$ cat src/rtl/bsg_fifo_periodic_buffer.sv
// bsg_fifo_periodic_buffer: circular FIFO that buffers a fast-side stream ahead
// of a bsg_fifo_periodic a-side whose accept window opens only every N cycles.
//
// Ports:
//   clk_i        - single clock, all state updates on its rising edge
//   reset_n_i    - asynchronous active-low reset, discards all entries
//   v_i/data_i   - upstream valid and payload
//   ready_and_o  - buffer can accept (enqueue = v_i & ready_and_o)
//   v_o/data_o   - head valid and payload toward the periodic a-side
//   ready_and_i  - downstream accepts (dequeue = v_o & ready_and_i)
//   count_o      - current occupancy, 0..els_p
//
// Optional feature macro: BSG_FIFO_PERIODIC_BUFFER_BYPASS_EN
//   defined   - an empty buffer forwards v_i/data_i straight to v_o/data_o;
//               a word accepted downstream in that cycle is never stored.
//   undefined - outputs come only from storage (one cycle fill latency).

module bsg_fifo_periodic_buffer #(
    parameter int width_p = 8,
    parameter int els_p   = 4
) (
    input  logic                       clk_i,
    input  logic                       reset_n_i,
    input  logic                       v_i,
    input  logic [width_p-1:0]         data_i,
    output logic                       ready_and_o,
    output logic                       v_o,
    output logic [width_p-1:0]         data_o,
    input  logic                       ready_and_i,
    output logic [$clog2(els_p+1)-1:0] count_o
);

    localparam int ptr_w = $clog2(els_p);
    localparam int cnt_w = $clog2(els_p + 1);

    localparam logic [ptr_w-1:0] last_ptr = ptr_w'(els_p - 1);
    localparam logic [cnt_w-1:0] full_cnt = cnt_w'(els_p);

    logic [ptr_w-1:0]   wr_ptr_r;
    logic [ptr_w-1:0]   rd_ptr_r;
    logic [cnt_w-1:0]   count_r;

    // Held low through reset and set on the first edge after release, so the
    // buffer only starts accepting once the clock domain is running again.
    logic               up_r;

    logic [width_p-1:0] mem_r [els_p];

    logic               empty;
    logic               full;
    logic               enq;
    logic               deq;
    logic               pass;
    logic               wr_en;
    logic               rd_adv;

    assign empty = (count_r == '0);
    assign full  = (count_r == full_cnt);

    // Depends only on registered state: no path from v_i or ready_and_i.
    assign ready_and_o = up_r & ~full;
    assign enq         = v_i & ready_and_o;

`ifdef BSG_FIFO_PERIODIC_BUFFER_BYPASS_EN
    logic byp;

    // An empty buffer presents the incoming word directly; the same-cycle
    // downstream accept then consumes it without touching storage.
    assign byp    = up_r & empty & v_i;
    assign v_o    = ~empty | byp;
    assign data_o = empty ? data_i : mem_r[rd_ptr_r];
    assign pass   = byp & ready_and_i;
`else
    assign v_o    = ~empty;
    assign data_o = mem_r[rd_ptr_r];
    assign pass   = 1'b0;
`endif

    assign deq    = v_o & ready_and_i;
    assign wr_en  = enq & ~pass;
    assign rd_adv = deq & ~pass;

    assign count_o = count_r;

    always_ff @(posedge clk_i or negedge reset_n_i) begin
        if (!reset_n_i) begin
            up_r <= 1'b0;
        end else begin
            up_r <= 1'b1;
        end
    end

    always_ff @(posedge clk_i or negedge reset_n_i) begin
        if (!reset_n_i) begin
            wr_ptr_r <= '0;
        end else if (wr_en) begin
            wr_ptr_r <= (wr_ptr_r == last_ptr) ? '0 : wr_ptr_r + 1'b1;
        end
    end

    always_ff @(posedge clk_i or negedge reset_n_i) begin
        if (!reset_n_i) begin
            rd_ptr_r <= '0;
        end else if (rd_adv) begin
            rd_ptr_r <= (rd_ptr_r == last_ptr) ? '0 : rd_ptr_r + 1'b1;
        end
    end

    always_ff @(posedge clk_i or negedge reset_n_i) begin
        if (!reset_n_i) begin
            count_r <= '0;
        end else begin
            unique case ({wr_en, rd_adv})
                2'b10:   count_r <= count_r + 1'b1;
                2'b01:   count_r <= count_r - 1'b1;
                default: count_r <= count_r;
            endcase
        end
    end

    // Storage carries no reset; entries are only visible once counted.
    always_ff @(posedge clk_i) begin
        if (wr_en) begin
            mem_r[wr_ptr_r] <= data_i;
        end
    end

endmodule

$ cat config.mk
export PLATFORM = sky130hd
export DESIGN_NAME = bsg_fifo_periodic_buffer
export DESIGN_NICKNAME = d
export VERILOG_FILES = /design/src/rtl/bsg_fifo_periodic_buffer.sv
export SDC_FILE = /design/constraint.sdc
export NUM_CORES = 1
export LEC_CHECK = 0
export ABC_CLOCK_PERIOD_IN_PS = 2150
export CAP_MARGIN = 20
export CORE_UTILIZATION = 28
export CTS_BUF_LIST = sky130_fd_sc_hd__clkbuf_2
export DETAILED_ROUTE_END_ITERATION = 10
export PLACE_DENSITY = 0.5
export SKIP_LAST_GASP = 1
export SYNTH_ARGS = -nofsm -noshare
export SYNTH_HDL_FRONTEND = slang
export SYNTH_SLANG_ARGS = --single-unit
$ cat constraint.sdc
create_clock -name clk_i -period 2.15 [get_ports clk_i]
set_input_delay 0.5375 -clock clk_i [delete_from_list [all_inputs] [get_ports clk_i]]
set_output_delay 0.5375 -clock clk_i [all_outputs]
set_load 0.02 [all_outputs]
==> reports/qor.yml <==
run_status:
  status: "complete, but fails checks"
  violations: "negative setup slack"
setup_path:
  cp_slowest_cell: "mux4_2"
  crit_chain: "buf_12 > mux4_2 > buf_6"
  cp_max_fo: 8
  r2r_slack_ps: 300
  cp-end-kind: "output port"
  crit_type: "register to output port"
  critPathLaunchType: "register"
  critPathMaxStageDelay_ps: 510
  crit_required_ps: 1610
  cp.arrival_ps: 1650
power:
  total_leakage_power_nw: 0.8311
  worst_ir_drop_vdd_mv: 0.6445
  p_per_area_nw_per_um2: 1201
sta:
  layout_setup_ws_ps: -33.92
  period_share_pct: 101.6
  fmax_ghz: 0.4579
  finalCriticalPeriod_ps: 2184
  setup_violations: 8
  drv_slew: 0
  hold_violations: 0
  rsz0062_at_grt: "yes"
  finalClockSkew_ps: 22.02
min_path:
  hp-class: "input port to async pin"
global_route:
  grt_pass1_vias: 930
  grt_overflow: 0
  grt_pass1_wl_um: 4505
  grt_max_degree: 13
  antenna_found_initial: 0
  grt_usage_pct: 10.19
die:
  start_util_pct: 29.54
  fp.dieW_um: 78.69
  dieArea_um2: 6191
  num_rows: 27
  die_y_um: 78.69
  core_area_um2: 5574
  ioPinCount: 25
synth:
  synth-edff-count: 32
  synthCells: 86
  synthArstFlopShare_pct: 20.00
  synth-seq-cells: 40
  syn-cell-area_um2: 1647
  yosysTopAreaCell: "edfxtp_1"
  synth.area.top_cells: "edfxtp_1, dfrtp_1, mux4_2"
  synthesis.nets: 105
  synth_commonest_cells: "edfxtp_1, dfrtp_1, mux4_2"
  yosysMostFrequentCell: "edfxtp_1"
  synth_cell_types: 21
  syn_area_per_cell_um2: 19.15
  yosysTopAreaCellShare_pct: 58.36
  seq_area_frac_synth_pct: 70.52
  synth_warnings: 0
  ys.flop_type: "edfxtp_1"
final_layout:
  drive_gt1_share_pct: 36.15
  syn_to_final_growth_pct: 30.62
  antenna_cells: 0
  final_core_util_pct: 38.59
  postLayoutCellArea_um2: 2151
  layout.nets: 149
place:
  io_buffers: 24
  hpwl_um: 1961
  dpl_cell_area_um2: 2091
  gp_congestion: 0.6515
route:
  vias: 861
  avgViaCountPerCell: 4.262
  wl_um: 2741
  firstDrtPassIters: 4
  drt-wirelength-per-cell_um: 13.57
  drc: 0
  drt_iter0_markers: 37
  ant_nets: 0
clock_network:
  cts_tree: "built"
  cts.sinks: 40
  numCtsBuffers: 5
  cts_buffer_depth: 2
  htreeDepth: 2
  clock_latency_ps: 390
  clkTransAtPathRegs_ps: 190
  cts_root_buf: "clkbuf_2"
flow_run:
  max_cap_viol_count: 0
==> routing by layer <==
layer / vias to the layer above / track usage (%) / share of wire [%]
li1: 406 / - / -
met1: 426 / 12.20 / 45
met2: 24 / 15.91 / 48
met3: 5 / 3.605 / 5.4
met4: 0 / 5.556 / 1.6
met5: - / 0 / 0
==> final timing paths <==
kind,startpoint,to,depth (start not counted)
min in group clk_i,count_o[2]$_DFFE_PN0P_,count_o[2]$_DFFE_PN0P_,1
max in group asynchronous,reset_n_i,up_r$_DFF_PN0_,1
setup / recovery,rd_ptr_r[0]$_DFFE_PN0P_,data_o[0],3
setup reg to reg,count_o[0]$_DFFE_PN0P_,count_o[2]$_DFFE_PN0P_,9
hold / removal,reset_n_i,count_o[1]$_DFFE_PN0P_,1
hold reg to reg,count_o[2]$_DFFE_PN0P_,count_o[2]$_DFFE_PN0P_,1
==> power breakdown <==
group          internal [mW]  switching, mW  total, mW
clock network         0.0718          0.236      0.308
logic                  0.664          0.514       1.18
registers              0.978          0.119       1.10
total                   1.71          0.869       2.58
==> per-stage QoR <==
step / TNS (ps) / std cells / hold WS, ps / setup slack [ps] / power, mW
floorplan: 0 / 86 / 241.9 / 195.0 / 1.756
global route: -1124 / 202 / 358.6 / -151.4 / 2.759
CTS: -642.3 / 202 / 373.6 / -95.20 / 2.625
finish: -228.1 / 202 / 395.4 / -33.92 / 2.583
detailed placement: -62.22 / 193 / 553.1 / -62.22 / 2.259
global placement: -12.54 / 193 / 552.7 / -12.54 / 2.239
==> timing repair <==
action / CTS / global route
setup buffers: 2 / 0
gates resized for setup: 50 / 6
endpoints found under the setup margin: 10 / 11
hold buffers: 0 / 0
==> critical path: cells and delay by family (launching register included) <==
family	cells	cell delay (ps)
buffers and inverters	2	310
flip-flops	1	440
multiplexers	1	510
==> registers in the layout, summed over array words and instances (netlist names) <==
name,count
rd_ptr_r,2
up_r,1
wr_ptr_r,2
count_o,3
mem_r,32
==> cell type report <==
type	count	area (um^2)
multi-input combinational	37	450.4
clock inverter	2	12.51
inverter	7	26.28
tap	72	90.09
sequential	40	1162
fill	526	3423
timing repair buffer	39	384.1
clock buffer	5	25.02
==> logic make-up after synthesis <==
family          after synthesis  share of synthesized area [%]
buf+inv                       9                          2.127
xor+xnor                      3                          1.596
other cells                   1                         0.2277
compound gates                2                         0.9881
fa+ha+maj                     7                          5.775
simple gates                 11                          4.027
mux                          13                          14.74
flops                        40                          70.52
==> cell usage in the layout, fill, tap and decap left out, types with 2 or more instances in the layout <==
cell	instances
and2_1	4
nor2_1	4
mux4_2	8
clkbuf_2	6
dfrtp_1	7
mux2_4	2
buf_6	8
xor2_1	2
buf_12	2
ha_1	6
edfxtp_1	32
inv_1	7
buf_4	13
clkdlybuf4s50_1	13
mux2_2	2
Note: power is estimated with default switching activity, not from simulation.
==> RTL change 1 (config.mk and constraints unchanged) <==
The option `BSG_FIFO_PERIODIC_BUFFER_BYPASS_EN` is turned on by a define.
--- a/src/rtl/bsg_fifo_periodic_buffer.sv
+++ b/src/rtl/bsg_fifo_periodic_buffer.sv
@@ -14,6 +14,8 @@
 //   defined   - an empty buffer forwards v_i/data_i straight to v_o/data_o;
 //               a word accepted downstream in that cycle is never stored.
 //   undefined - outputs come only from storage (one cycle fill latency).
+
+`define BSG_FIFO_PERIODIC_BUFFER_BYPASS_EN
 
 module bsg_fifo_periodic_buffer #(
     parameter int width_p = 8,
Check against the original RTL: not equivalent (Yosys sat finds a counterexample within 4 cycles, from zero or initial values and one cycle with reset_n_i low).
==> RTL change 1 against the original RTL <==
The flow still finishes with violations (setup timing); count of clock-buffer cells in the layout increased by 2; register-to-register slack got worse by 0.14 ns; total power increased by 15%; sequential cell count unchanged; setup slack got worse by 0.23 ns; wire length increased by 16%; design area increased by 12%; synthesized area increased by 7.4%; combinational power increased by 33%; synthesized cell count increased by 10%; utilization increased by 1.6 points; critical path type unchanged.
==> RTL change 1: results (changes against the original RTL) <==
Critical path
  • Data arrival, critical path: 1.87 ns (+0.22 ns)
  • FF-to-FF Start: count_o[2]
  • Register-to-register setup slack: 0.16 ns (-0.14 ns)
  • Reg2Reg Depth: 10 (+1)

Route
  • Vias: 976 (+13%)
  • Routed WL: 3190 um (+16%)
  • DRT iter0 DRCs: 30 (-19%)

Logic synthesis
  • Commonest cells post-synth: 32 x edfxtp_1, 10 x mux2_2, 8 x dfrtp_1, 8 x mux4_2, 7 x inv_1
  • Syn nets: 114 (+8.6%)
  • Post-synthesis sequential area ratio: 65.7% (-4.8 points)
  • Post-synthesis cell type count: 22 (+4.8%)
  • Top cells by area, synth: edfxtp_1 54%, dfrtp_1 11%, mux4_2 10%, mux2_2 6.4%, ha_1 4.2%

Run status
  • Status: finished with violations
  • Failing checks: setup timing

Cells and area
  • Nets: 172 (+15%)

Global routing
  • Vias in the first global route: 1074 (+15%)
  • Total global routing track utilization: 11.3% (+1.1 points)
  • GRT met1 Usage: 13.3% (+1.1 points)
  • Met3 Use GR: 3.22% (-0.38 points)
  • Met2 Resource Use GR: 19.1% (+3.2 points)

STA
  • Worst Skew: 0.0182 ns (-0.00385 ns)
  • Final setup fails: 9 (+1)
  • Final Worst Setup Slack: -0.261 ns (-0.227 ns)

Placement
  • DP HPWL: 2350 um (+20%)
  • Placer Congestion: 0.685 (+5.2%)
  • Setup WS pre-CTS: -0.245 ns (-0.182 ns)

Power
  • P_leak: 0.000963 uW (+16%)
  • VDD IR max: 0.000643 V (-0.29%)
-- RTL change 1: report_power, final --
| group | total [uW] | internal (uW) | switching (uW) |
|---|---|---|---|
| clock | 317 | 89.0 | 228 |
| sequential | 1080 | 974 | 111 |
| combinational | 1570 | 895 | 672 |
-- RTL change 1: metrics by stage --
stage	std cells	TNS (ns)	cell area (um^2)
floorplan	95	0	1770
finish	229	-2.09	2410
global placement	220	-1.92	2320
detailed placement	220	-2.20	2320
global route	229	-2.88	2410
CTS	228	-2.32	2380
-- RTL change 1: worst max path at each step --
stage,end,start,depth (start not counted)
floorplan,count_o[2],count_o[2],9
global placement,data_o[0],rd_ptr_r[0],4
detailed placement,count_o[2],ready_and_i,10
CTS,data_o[0],rd_ptr_r[0],4
global route,data_o[0],rd_ptr_r[0],4
finish,data_o[5],rd_ptr_r[0],4
-- RTL change 1: critical path: cells and delay by family (launching register included) --
kind,cells,cell delay (ns)
mux,2,0.80
buf+inv,2,0.27
flops,1,0.42
-- RTL change 1: cell families (layout without fill, tap and decap cells) --
family                     after synthesis  count (layout)  synth area share [%]
muxes                                   21              21                  18.8
other                                    1               1                 0.212
AOI/OAI and AO/OA                        2               2                  1.56
buffers and inverters                    9              68                  2.34
adders and majority gates                7               7                  5.38
DFF                                     40              40                  65.7
xor gates and xnor gates                 3               3                  1.49
and+or+nand+nor                         12              12                  4.53
-- RTL change 1: routing by layer --
layer	routed length (um)	vias up
li1	-	470
met1	1450	476
met2	1510	24
met3	162	6
met4	60	0
met5	0	-
-- RTL change 1: cell type report --
cell class | instances | area, um^2 | area share, %
clock buffers | 7 | 35.0 | 1.46
clock inverters | 1 | 5.00 | 0.208
inverters | 7 | 30.0 | 1.25
multi-input cells | 46 | 577 | 24.0
flip-flops and latches | 40 | 1160 | 48.2
well taps | 75 | 93.8 | 3.90
repair buffers | 53 | 505 | 21.0
-- RTL change 1: repair_timing --
item / in CTS / in global routing
setup endpoints to repair: 10 / 14
pin swaps: 0 / 1
setup buffers: 0 / 2
gates resized for setup: 56 / 8
hold endpoints to repair: 0 / 0
==> RTL change 2 (config.mk and constraints unchanged) <==
Without the edit above. Reset style: synchronous (`reset_n_i`), changed in 4 clocked blocks. Comments in the files are not updated.
--- a/src/rtl/bsg_fifo_periodic_buffer.sv
+++ b/src/rtl/bsg_fifo_periodic_buffer.sv
@@ -82,7 +82,7 @@
 
     assign count_o = count_r;
 
-    always_ff @(posedge clk_i or negedge reset_n_i) begin
+    always_ff @(posedge clk_i) begin
         if (!reset_n_i) begin
             up_r <= 1'b0;
         end else begin
@@ -90,7 +90,7 @@
         end
     end
 
-    always_ff @(posedge clk_i or negedge reset_n_i) begin
+    always_ff @(posedge clk_i) begin
         if (!reset_n_i) begin
             wr_ptr_r <= '0;
         end else if (wr_en) begin
@@ -98,7 +98,7 @@
         end
     end
 
-    always_ff @(posedge clk_i or negedge reset_n_i) begin
+    always_ff @(posedge clk_i) begin
         if (!reset_n_i) begin
             rd_ptr_r <= '0;
         end else if (rd_adv) begin
@@ -106,7 +106,7 @@
         end
     end
 
-    always_ff @(posedge clk_i or negedge reset_n_i) begin
+    always_ff @(posedge clk_i) begin
         if (!reset_n_i) begin
             count_r <= '0;
         end else begin
Check against the original RTL: differs if reset_n_i is asserted again (counterexample within 4 cycles, from zero or initial values and one cycle with reset_n_i low); with reset_n_i held inactive, the same outputs for 10 cycles.
==> RTL change 2 against the original RTL <==
The flow still finishes with violations (setup timing); sequential power decreased by 8%; synthesized area increased by 3.3%; design area increased by 4.6%; global-route usage increased by 0.40 points; total power decreased by 12%; sequential cell count increased by 2; wire length increased by 5.7%; sequential share of layout area decreased by 1.9 points; setup slack got worse by 0.025 ns.
==> RTL change 2: results (changes against the original RTL) <==
Cells and area
  • Nets: 162 (+8.7%)
  • Final std cells w/o fill: 219 (+8.4%)
  • Multi-input gates: 48 (+30%)
  • Layout fillers: 552 (+4.9%)
  • NonClk Buf Share: 17.9% (+0.050 points)
  • Share of cells above drive strength 1: 37.5% (+1.3 points)
  • Area of the multi-input gates: 504 um^2 (+12%)
  • Clock-cell share of area: 2.17% (+0.42 points)

Power
  • Sequential Power: 1010 uW (-8%)
  • Int Power: 1550 uW (-9.7%)

Critical path
  • Data arrival, critical path: 1.67 ns (+0.02 ns)
  • Reg2Reg Depth: 10 (+1)
  • RR Endpoint: count_o[2]
  • FF-to-FF Start: count_o[1]
  • Register-to-register setup slack: 0.13 ns (-0.17 ns)
  • Crit path to: data_o[5]
  • Worst stage delay on the critical path: 0.49 ns (-0.02 ns)
  • CP max FO: 7 (-1)

Logic synthesis
  • Commonest cells post-synth: 32 x edfxtp_1, 10 x dfxtp_1, 8 x mux4_2, 8 x nand2_1, 7 x inv_1
  • Post-synthesis sequential area ratio: 68.2% (-2.3 points)
  • Post-synthesis cell type count: 25 (+19%)

Hold path
  • Hold Crit Class: reg -> reg

Route
  • Routed WL: 2900 um (+5.7%)
  • WL met3: 157 um (+6.1%)
  • DRT iter0 DRCs: 55 (+49%)

Global routing
  • Total global routing track utilization: 10.6% (+0.40 points)
  • Met3 Use GR: 2.74% (-0.86 points)
  • First-pass GRT wire length: 4790 um (+6.3%)
  • Vias in the first global route: 986 (+6.0%)

Placement
  • Placed insts: 203 (+5.2%)
  • DP HPWL: 1920 um (-1.9%)

Clock tree
  • Clock transition at path regs: 0.23 ns (+0.04 ns)
  • Clock sinks: 42 (+5.0%)

Run status
  • Failing checks: setup timing
  • Status: finished with violations

STA
  • Final Worst Setup Slack: -0.0589 ns (-0.0250 ns)
  • Worst Skew: 0.0307 ns (+0.00868 ns)
  • Final setup fails: 5 (-3)
RTL change 2: what timing repair did:
item / CTS / global route
endpoints found under the setup margin: 13 / 12
gates resized for setup: 50 / 18
buffers inserted: 6 / 2
RTL change 2: per-stage QoR:
| stage | utilization [%] | setup TNS (ns) | instance area [um^2] | setup slack (ns) |
|---|---|---|---|---|
| after floorplan | - | 0 | 1700 | 0.149 |
| after global placement | 35.8 | -0.289 | 2110 | -0.223 |
| after detailed placement | 35.8 | -0.402 | 2110 | -0.291 |
| after CTS | 37.5 | -0.741 | 2210 | -0.181 |
| after global routing | 38.2 | -1.09 | 2250 | -0.177 |
| final | 38.2 | -0.263 | 2250 | -0.0589 |
RTL change 2: cells by family after synthesis:
family                     share of synthesized area (%)
muxes                                               11.8
xor gates and xnor gates                            1.03
buffers and inverters                               2.72
and+or+nand+nor                                     6.40
DFF                                                 68.2
adders and majority gates                           5.59
AOI/OAI and AO/OA                                   4.27
